`src/rtl/ls_wb_stage.sv`:
```
`default_nettype none
// ============================================================================
// Module      : ls_wb_stage
// Description : Load/store writeback stage. Accepts one op per cycle from EX,
//               waits for the memory response on loads, formats load data
//               (RV64 LB/LH/LW/LD and unsigned variants) and presents a
//               one-cycle registered commit to the register file.
//               Optional feature macro: LS_WB_FWD_EN adds fwd_valid/fwd_rd/
//               fwd_data forwarding ports mirroring the registered commit.
// Revision    : 1.0 - initial release
// ============================================================================
module ls_wb_stage (
  input  logic        clk,
  input  logic        rst_n,
  input  logic        EX_LS_valid,
  output logic        EX_LS_ready,
  input  logic [4:0]  EX_LS_rd,
  input  logic        EX_LS_dest_wen,
  input  logic        EX_LS_is_load,
  input  logic [2:0]  EX_LS_funct3,
  input  logic [2:0]  EX_LS_addr_low,
  input  logic [63:0] EX_LS_result,
  input  logic        mem_rvalid,
  input  logic [63:0] mem_rdata,
  output logic        LS_WB_reg_ls_valid,
  output logic [4:0]  LS_WB_reg_rd,
  output logic        LS_WB_reg_dest_wen,
  output logic [63:0] write_data
`ifdef LS_WB_FWD_EN
  ,
  output logic        fwd_valid,
  output logic [4:0]  fwd_rd,
  output logic [63:0] fwd_data
`endif
);

  typedef enum logic [1:0] {
    S_IDLE     = 2'd0,
    S_WAIT_MEM = 2'd1,
    S_COMMIT   = 2'd2
  } state_t;

  state_t      r_state;
  state_t      w_next;
  logic        w_accept;
  logic        w_mem_done;

  // Fields of an accepted load, held until its memory response arrives
  logic [4:0]  r_pend_rd;
  logic        r_pend_wen;
  logic [2:0]  r_pend_funct3;
  logic [2:0]  r_pend_addr;

  // Registered commit values; they hold between strobes
  logic [4:0]  r_wb_rd;
  logic        r_wb_wen;
  logic [63:0] r_wb_data;

  logic [7:0]  w_byte;
  logic [15:0] w_half;
  logic [31:0] w_word;
  logic [63:0] w_load_data;

  assign EX_LS_ready = (r_state != S_WAIT_MEM);
  assign w_accept    = EX_LS_valid & EX_LS_ready;
  // A response only counts while a load is actually outstanding
  assign w_mem_done  = (r_state == S_WAIT_MEM) & mem_rvalid;

  // State register
  always_ff @(posedge clk or negedge rst_n) begin
    if (!rst_n) r_state <= S_IDLE;
    else        r_state <= w_next;
  end

  // Next-state: COMMIT may chain straight into another op in the same cycle
  always_comb begin
    w_next = r_state;
    case (r_state)
      S_IDLE: begin
        if (w_accept) w_next = EX_LS_is_load ? S_WAIT_MEM : S_COMMIT;
      end
      S_WAIT_MEM: begin
        if (mem_rvalid) w_next = S_COMMIT;
      end
      S_COMMIT: begin
        if (w_accept) w_next = EX_LS_is_load ? S_WAIT_MEM : S_COMMIT;
        else          w_next = S_IDLE;
      end
      default: w_next = S_IDLE;
    endcase
  end

  // Capture the op fields needed later when the load response returns
  always_ff @(posedge clk or negedge rst_n) begin
    if (!rst_n) begin
      r_pend_rd     <= 5'd0;
      r_pend_wen    <= 1'b0;
      r_pend_funct3 <= 3'd0;
      r_pend_addr   <= 3'd0;
    end else if (w_accept) begin
      r_pend_rd     <= EX_LS_rd;
      r_pend_wen    <= EX_LS_dest_wen;
      r_pend_funct3 <= EX_LS_funct3;
      r_pend_addr   <= EX_LS_addr_low;
    end
  end

  // Lane selection ignores address bits below the access size
  assign w_byte = mem_rdata[{r_pend_addr, 3'b000} +: 8];
  assign w_half = mem_rdata[{r_pend_addr[2:1], 4'b0000} +: 16];
  assign w_word = mem_rdata[{r_pend_addr[2], 5'b00000} +: 32];

  // Sign/zero extension by funct3; the unused code 111 yields zero
  always_comb begin
    w_load_data = 64'd0;
    case (r_pend_funct3)
      3'b000:  w_load_data = {{56{w_byte[7]}}, w_byte};
      3'b100:  w_load_data = {56'd0, w_byte};
      3'b001:  w_load_data = {{48{w_half[15]}}, w_half};
      3'b101:  w_load_data = {48'd0, w_half};
      3'b010:  w_load_data = {{32{w_word[31]}}, w_word};
      3'b110:  w_load_data = {32'd0, w_word};
      3'b011:  w_load_data = mem_rdata;
      default: w_load_data = 64'd0;
    endcase
  end

  // Load the commit registers from either a non-load op or a load response
  always_ff @(posedge clk or negedge rst_n) begin
    if (!rst_n) begin
      r_wb_rd   <= 5'd0;
      r_wb_wen  <= 1'b0;
      r_wb_data <= 64'd0;
    end else if (w_mem_done) begin
      r_wb_rd   <= r_pend_rd;
      r_wb_wen  <= r_pend_wen;
      r_wb_data <= w_load_data;
    end else if (w_accept && !EX_LS_is_load) begin
      r_wb_rd   <= EX_LS_rd;
      r_wb_wen  <= EX_LS_dest_wen;
      r_wb_data <= EX_LS_result;
    end
  end

  assign LS_WB_reg_ls_valid = (r_state == S_COMMIT);
  assign LS_WB_reg_rd       = r_wb_rd;
  assign LS_WB_reg_dest_wen = r_wb_wen;
  assign write_data         = r_wb_data;

`ifdef LS_WB_FWD_EN
  assign fwd_valid = LS_WB_reg_ls_valid & r_wb_wen;
  assign fwd_rd    = r_wb_rd;
  assign fwd_data  = r_wb_data;
`endif

endmodule
`default_nettype wire

```
`config.mk`:
```
export PLATFORM = sky130hd
export DESIGN_NAME = ls_wb_stage
export DESIGN_NICKNAME = d
export VERILOG_FILES = /design/src/rtl/ls_wb_stage.sv
export SDC_FILE = /design/constraint.sdc
export NUM_CORES = 1
export LEC_CHECK = 0
export CORE_MARGIN = 3
export CORE_UTILIZATION = 45
export CTS_BUF_LIST = sky130_fd_sc_hd__clkbuf_2 sky130_fd_sc_hd__clkbuf_4 sky130_fd_sc_hd__clkbuf_8
export CTS_CLUSTER_DIAMETER = 150
export DETAILED_ROUTE_END_ITERATION = 7
export PLACE_DENSITY = 0.83
export SYNTH_ARGS = -nofsm -noshare
export SYNTH_HDL_FRONTEND = slang
export SYNTH_SLANG_ARGS = --single-unit
```
`constraint.sdc`:
```
create_clock -name clk -period 3.5 [get_ports clk]
set_input_delay 0.525 -clock clk [delete_from_list [all_inputs] [get_ports clk]]
set_output_delay 0.525 -clock clk [all_outputs]
set_load 0.05 [all_outputs]
```
==> flow_summary_export.csv <==
group,metric,value,unit
grt,grt_pass1_wl,30.3,mm
drt,detailroute.wirelength.met2,9.57,mm
timing,clock.fmax,0.325,GHz
final_layout,filler_cell_count,869,
logic_synthesis,synthFlopType,"sky130_fd_sc_hd__dfrtp_1",
timing,slew-limit-headroom,0.115,
status,status,"finished, final reports clean",
logic_synthesis,async_reset_ff_frac,1.00,
power,ir_drop,0.000407,V
logic_synthesis,synth_top_area_frac,0.410,
final_layout,fin_nets,859,
drt,drt-wirelength-per-cell,22.8,um
logic_synthesis,sequential_element_share_of_the_synthesized_area,0.410,
logic_synthesis,postSynthRegisterBits,84,
min_path,hold_class,"input port to async pin",
timing,setup_violations,0,
grt,grt_max_degree,85,
drt,detail_route.wirelength,19.6,mm
timing,skew,12.1,ps
clock_network,cts.reportedPaths.clkPinSlew,90,ps
drt,detail_route.iter0.violations,565,
clock_network,cts_tree,"built",
logic_synthesis,post_synth.cell_area_avg,9.71,um^2
grt,grtUsageTotal,0.303,
clock_network,post_cts_resized,0,
drt,ant_nets,0,
logic_synthesis,netlist.top_cell.by_area,"sky130_fd_sc_hd__dfrtp_1",
power,leakage,3.00,nW
final_layout,share_of_cells_above_drive_strength_1,0.0848,
logic_synthesis,synth_fp_nets,673,
timing,rsz_0062_raised_after_global_routing,"false",
timing,min_period_over_period,0.879,
critical_path,endpoint_arrival_time_on_the_critical_path,3250,ps
final_layout,finalInstanceArea,7540,um^2
drt,wl_met3,1.66,mm
clock_network,cts-root-buf,"sky130_fd_sc_hd__clkbuf_8",
power,power.share.switching,0.460,
timing,setup_tns,0,ps
logic_synthesis,number_of_synthesized_flops_with_an_enable_pin,0,
critical_path,critical_path_peak_fanout,32,
logic_synthesis,syn_inst,528,
placed_design,numPortBuffers,216,
drt,vias,5424,
drt,met1_length,7.69,mm
clock_network,cts_max_level,3,
floorplanning,fp.coreArea,11000,um^2
floorplanning,floorplan.die.height,113,um
grt,grt_pass1_vias,5426,
clock_network,hold_buffers_post_cts,0,
final_layout,antenna-diode-count,0,
power,seq_power_share,0.304,
logic_synthesis,synthDistinctLibCells,44,
critical_path,crit_path_end_kind,"flip-flop",
floorplanning,io-pin-count,217,
power,p_comb_frac,0.542,
placed_design,placedInstanceArea,7330,um^2
floorplanning,die_x,113,um
logic_synthesis,yosysWarnings,0,
final_layout,area_delta_synth_final,47.1,%
critical_path,worstSetupPathType,"flip-flop to flip-flop",
logic_synthesis,netlist_top_cells_area,"sky130_fd_sc_hd__dfrtp_1 (41%), sky130_fd_sc_hd__mux2i_1 (8.6%), sky130_fd_sc_hd__o2bb2ai_1 (6.8%)",
timing,hold_viol,0,
critical_path,r2r_setup_slack,420,ps
placed_design,post-place-cells,843,
power,switching_power,2.17,mW
placed_design,dp_hpwl,14.9,mm
final_layout,final_cell_count_no_fill,859,
grt,grt_overflow_total,0,
critical_path,critical_path.startpoint_type,"flip-flop",
power,clock_group_share_of_total_power,0.154,
drt,route.detailed.drc,0,
power,power_per_cell_area,625,nW/um^2
critical_path,r2r-start,"r_pend_addr[1]$_DFFE_PN0N_",
clock_network,cts.path.max_buffers,2,
floorplanning,placementRows,38,
drt,via_per_inst,6.31,
placed_design,place_congestion,0.887,
power,p_int,2.55,mW
clock_network,postCtsSetupBuffers,0,
clock_network,tritoncts_sink_count,84,
timing,final-max-slew-violation-count,0,
timing,worst-slew-pin-transition,1320,ps
drt,first_pass_iters,7,
floorplanning,die_footprint,12700,um^2
timing,timing.final.crit_period,3080,ps
floorplanning,floorplan.initialDensity,0.467,
grt,antenna_found_initial,0,
critical_path,worstReg2RegEnd,"write_data[54]$_DFFE_PN0P_",
logic_synthesis,synth.cell_area,5120,um^2
critical_path,worst_ep_required_time,3670,ps
job,max_cap_viols,0,
critical_path,ff2ff_path_depth,6,
clock_network,cts_made_buffers,9,
drt,top_layer,"met4",
clock_network,worstSkewPairLatency,380,ps
## cell families after synthesis
group	synth area share
compound gates	0.303
mux	0.132
simple gates	0.104
buf+inv	0.0505
flops	0.410
## final cells by class
| cell class | instances | area, um^2 | share of cell area |
|---|---|---|---|
| tap | 140 | 175 | 0.0232 |
| multi-input combinational | 388 | 2790 | 0.370 |
| clock buffer | 12 | 159 | 0.0211 |
| timing repair buffer | 230 | 2260 | 0.300 |
| sequential | 84 | 2100 | 0.279 |
| clock inverter | 4 | 47.5 | 0.00631 |
| inverter | 1 | 3.75 | 0.000498 |
## sequential cells by signal, summed over array words and instances (netlist names)
register	count
r_pend_wen	1
write_data	64
LS_WB_reg_rd	5
LS_WB_reg_dest_wen	1
r_state	2
r_pend_addr	3
r_pend_funct3	3
r_pend_rd	5
## worst max-delay path: stages (launching register included)
cell and delay [ps]:
sky130_fd_sc_hd__dfrtp_1 650, sky130_fd_sc_hd__buf_4 340, sky130_fd_sc_hd__mux4_2 360, sky130_fd_sc_hd__nand3b_1 140, sky130_fd_sc_hd__o41ai_4 120, sky130_fd_sc_hd__nor3_4 1010, sky130_fd_sc_hd__a31oi_1 230
## cell usage in the layout (no fill, tap or decap), types with 13 or more instances in the layout
cell type                         count
sky130_fd_sc_hd__a31oi_1             37
sky130_fd_sc_hd__o21ai_0             30
sky130_fd_sc_hd__mux2_2              13
sky130_fd_sc_hd__a221oi_1            16
sky130_fd_sc_hd__a21oi_1             14
sky130_fd_sc_hd__a32oi_1             30
sky130_fd_sc_hd__dfrtp_1             84
sky130_fd_sc_hd__clkdlybuf4s50_1    215
sky130_fd_sc_hd__buf_4               15
sky130_fd_sc_hd__o2bb2ai_1           40
sky130_fd_sc_hd__mux2i_1             44
sky130_fd_sc_hd__nand2_1             83
## per-stage QoR
step                       util  hold slack, ps  total power [mW]  setup slack (ps)
final                     0.686             308              4.71               424
after global routing      0.686             405              4.92               264
after CTS                 0.686             373              4.71               481
after detailed placement  0.667             482              3.99               117
after global placement    0.667             470              3.93               290
after floorplan               -             229              3.03              1580
## cells in the mapped netlist (3+ instances only)
master	n
sky130_fd_sc_hd__clkbuf_1	37
sky130_fd_sc_hd__o21ai_0	30
sky130_fd_sc_hd__dfrtp_1	84
sky130_fd_sc_hd__mux2i_1	44
sky130_fd_sc_hd__nand3b_1	4
sky130_fd_sc_hd__a211oi_1	8
sky130_fd_sc_hd__nand2_1	83
sky130_fd_sc_hd__mux2_2	13
sky130_fd_sc_hd__mux4_2	4
sky130_fd_sc_hd__a32oi_1	30
sky130_fd_sc_hd__a221oi_1	16
sky130_fd_sc_hd__buf_2	9
sky130_fd_sc_hd__nor2_1	11
sky130_fd_sc_hd__o21ai_1	10
sky130_fd_sc_hd__a221o_1	4
sky130_fd_sc_hd__a31oi_1	37
sky130_fd_sc_hd__nor2b_1	10
sky130_fd_sc_hd__a22o_1	5
sky130_fd_sc_hd__buf_6	4
sky130_fd_sc_hd__a21oi_1	14
sky130_fd_sc_hd__buf_1	3
sky130_fd_sc_hd__o2bb2ai_1	40
## power groups by stage
stage	Combinational (mW)	Sequential (mW)	Clock, mW
finish	2.56	1.43	0.724
global route	2.68	1.46	0.776
CTS	2.55	1.43	0.728
detailed placement	2.55	1.44	0
global placement	2.51	1.43	0
floorplan	0.805	2.23	0
## per-layer routing
metal / up-vias / track usage
met3: 49 / 0.0652
met5: - / 0
met4: 0 / 0.119
met2: 312 / 0.503
met1: 2640 / 0.389
li1: 2423 / -
## worst max path at each step
stage | slack (ps) | depth (start not counted) | end | from
2_1_floorplan | 1580 | 6 | write_data[50]$_DFFE_PN0P_ | mem_rdata[31]
3_3_place_gp | 290 | 6 | write_data[51]$_DFFE_PN0P_ | mem_rdata[63]
3_5_place_dp | 120 | 6 | write_data[54]$_DFFE_PN0P_ | mem_rdata[63]
4_1_cts | 480 | 6 | write_data[54]$_DFFE_PN0P_ | r_pend_addr[1]$_DFFE_PN0N_
5_1_grt | 260 | 6 | write_data[60]$_DFFE_PN0P_ | r_pend_addr[1]$_DFFE_PN0N_
6_report | 420 | 6 | write_data[54]$_DFFE_PN0P_ | r_pend_addr[1]$_DFFE_PN0N_
(Power assumes the default switching activity.)
==> variant, RTL diff (config.mk and constraints unchanged) <==
Build with the macro `LS_WB_FWD_EN` defined.
--- a/src/rtl/ls_wb_stage.sv
+++ b/src/rtl/ls_wb_stage.sv
@@ -10,4 +10,6 @@
 // Revision    : 1.0 - initial release
 // ============================================================================
+`define LS_WB_FWD_EN
+
 module ls_wb_stage (
   input  logic        clk,
Behaviour (old outputs only; new: fwd_data, fwd_rd and fwd_valid): unchanged (equiv_simple and equiv_induct, registers matched by name and starting in step).
==> variant against the unedited design <==
- design area grew 15%
- total power grew 35%
- worst setup slack gained 0.27 ns
- non-clock buffer count grew 74
- critical path depth is the same
- fmax grew 9.8%
- sequential cell count is the same
- synthesized cell count grew 15%
- die area grew 17%
- routed wire length grew 19%
- area after synthesis grew 18%
- first-iteration DRC count shrank 2.3%
- sequential share of layout area shrank 3.7 points
- critical endpoint is now fwd_data[44]
==> variant: results (changes against the unedited design) <==
outcome=finished, final reports clean; skew final=0.009203 ns (-0.002946 ns); P_leak=3.446 nW (+15%); Worst R2R Setup Slack=0.76 ns (+0.34 ns); drt initial violations=552 (-2.3%); Synth Area per Inst=9.970 sq um (+2.7%); non-filler instance count after layout=974 (+13%); top post-synthesis cells by count=dfrtp_1 (84), buf_4 (71), nand2_1 (66); Hold WS=0.3575 ns (+0.04940 ns); cell count after placement=960 (+14%); dpl ws=0.3195 ns (+0.2027 ns); critical path fanouts, max=31 (-3.1%); Area contributors post-synth=dfrtp_1 (35%), buf_4 (8.8%), a221oi_2 (7.5%); layout cells sized above 1=0.1446 (+0.05980); Post-CTS Setup Bufs=0 (unchanged); total wire length=23230 um (+19%); Tmin final=2.802 ns (-0.2742 ns); FFs w/ async S/R, synth=1.000 (unchanged); pin count of the biggest net entering global routing=85 (unchanged); post-synthesis sequential area ratio=0.3479 (-0.06226); CP max-delay cell=nor2_4; CTS buffer count=9 (unchanged); relative slew slack=0.1518 (+0.03713); GPL Wtd Cong=0.9145 (+3.1%); vias=6034 (+11%); Yosys warning total=0 (unchanged); max reg flops=64 (unchanged); GRT Total Usage=0.3084 (+0.005158); post-CTS sizing=0 (unchanged); H-tree levels=3 (unchanged); input/output buffers=286 (+32%); synth unique cells=38 (-14%); critical path's largest stage delay=0.90 ns (-0.11 ns); Crit path max-delay family=simple AND/OR/NAND/NOR gates; Critical Path AT=2.97 ns (-0.28 ns); Root Buffer=clkbuf_8; nets=944 (+9.9%); VDD IR max=0.4565 mV (+12%); worst-skew pair later-pin latency=0.36 ns (-0.02 ns); 1st-pass router iterations=4 (-3); first-pass GRT wire length=35310 um (+17%); clock tree buffer depth=2 (unchanged); Clock Pin Slew Worst Setup and Hold Paths=0.09 ns (about the same); diodes inserted=0 (unchanged); Area after DPL=8471 sq um (+16%); hpwl dp=17810 um (+20%); Synth Net Count=751 (+12%); vias in the first global route=6188 (+14%); initial antenna violation count=0 (unchanged); Hold/Removal Path Class=in -> async
variant: changes by cell type after synthesis, sizes merged, moves of 17 or more:
cell | unedited run | this run
a21boi | 1 | 31
a221oi | 17 | 45
a31oi | 39 | 10
buf | 18 | 88
mux2 | 13 | 33
mux2i | 44 | 15
nand2 | 83 | 66
nor2 | 12 | 43
o2bb2ai | 40 | 3
variant: final timing paths:
kind                                   from      endpoint  cells past startpoint
max                             EX_LS_valid  fwd_data[44]                      6
min                                   rst_n  fwd_data[22]                      1
min in group clk               r_pend_rd[3]  r_pend_rd[3]                      1
max reg2reg                r_pend_funct3[1]  fwd_data[31]                      6
max in group asynchronous             rst_n   fwd_data[1]                      1
min reg2reg                    r_pend_rd[3]  r_pend_rd[3]                      1
variant: area by class of cell:
cell class	count	area (sq um)
fill	991	4193
multi-input combinational	399	3154
timing repair buffer	304	2995
sequential	84	2102
tap	172	215.2
clock buffer	10	137.6
clock inverter	4	75.07
inverter	1	3.754
variant: logic make-up (layout without fill, tap and decap cells):
| kind of cell | Yosys count | after routing | synth area share |
|---|---|---|---|
| compound gates | 206 | 206 | 0.2856 |
| simple gates | 129 | 129 | 0.08884 |
| buf+inv | 123 | 319 | 0.1317 |
| flops | 84 | 84 | 0.3479 |
| mux | 64 | 64 | 0.1460 |
variant: power breakdown:
group	internal, W	leakage (nW)	switching, W	total [W]
clock	0.000414	0.100	0.000369	0.000784
combinational	0.00143	2.33	0.00266	0.00408
sequential	0.00124	1.02	0.000283	0.00152
total	0.00308	3.45	0.00331	0.00639
variant: per-layer routing:
metal	GRT usage	share of wire	vias to the layer above	routed length [um]
met5	0	0	-	0
met1	0.4001	0.37	2980	8694
met4	0.1036	0.029	0	675
li1	-	-	2601	-
met3	0.06685	0.10	53	2369
met2	0.5135	0.49	400	11490
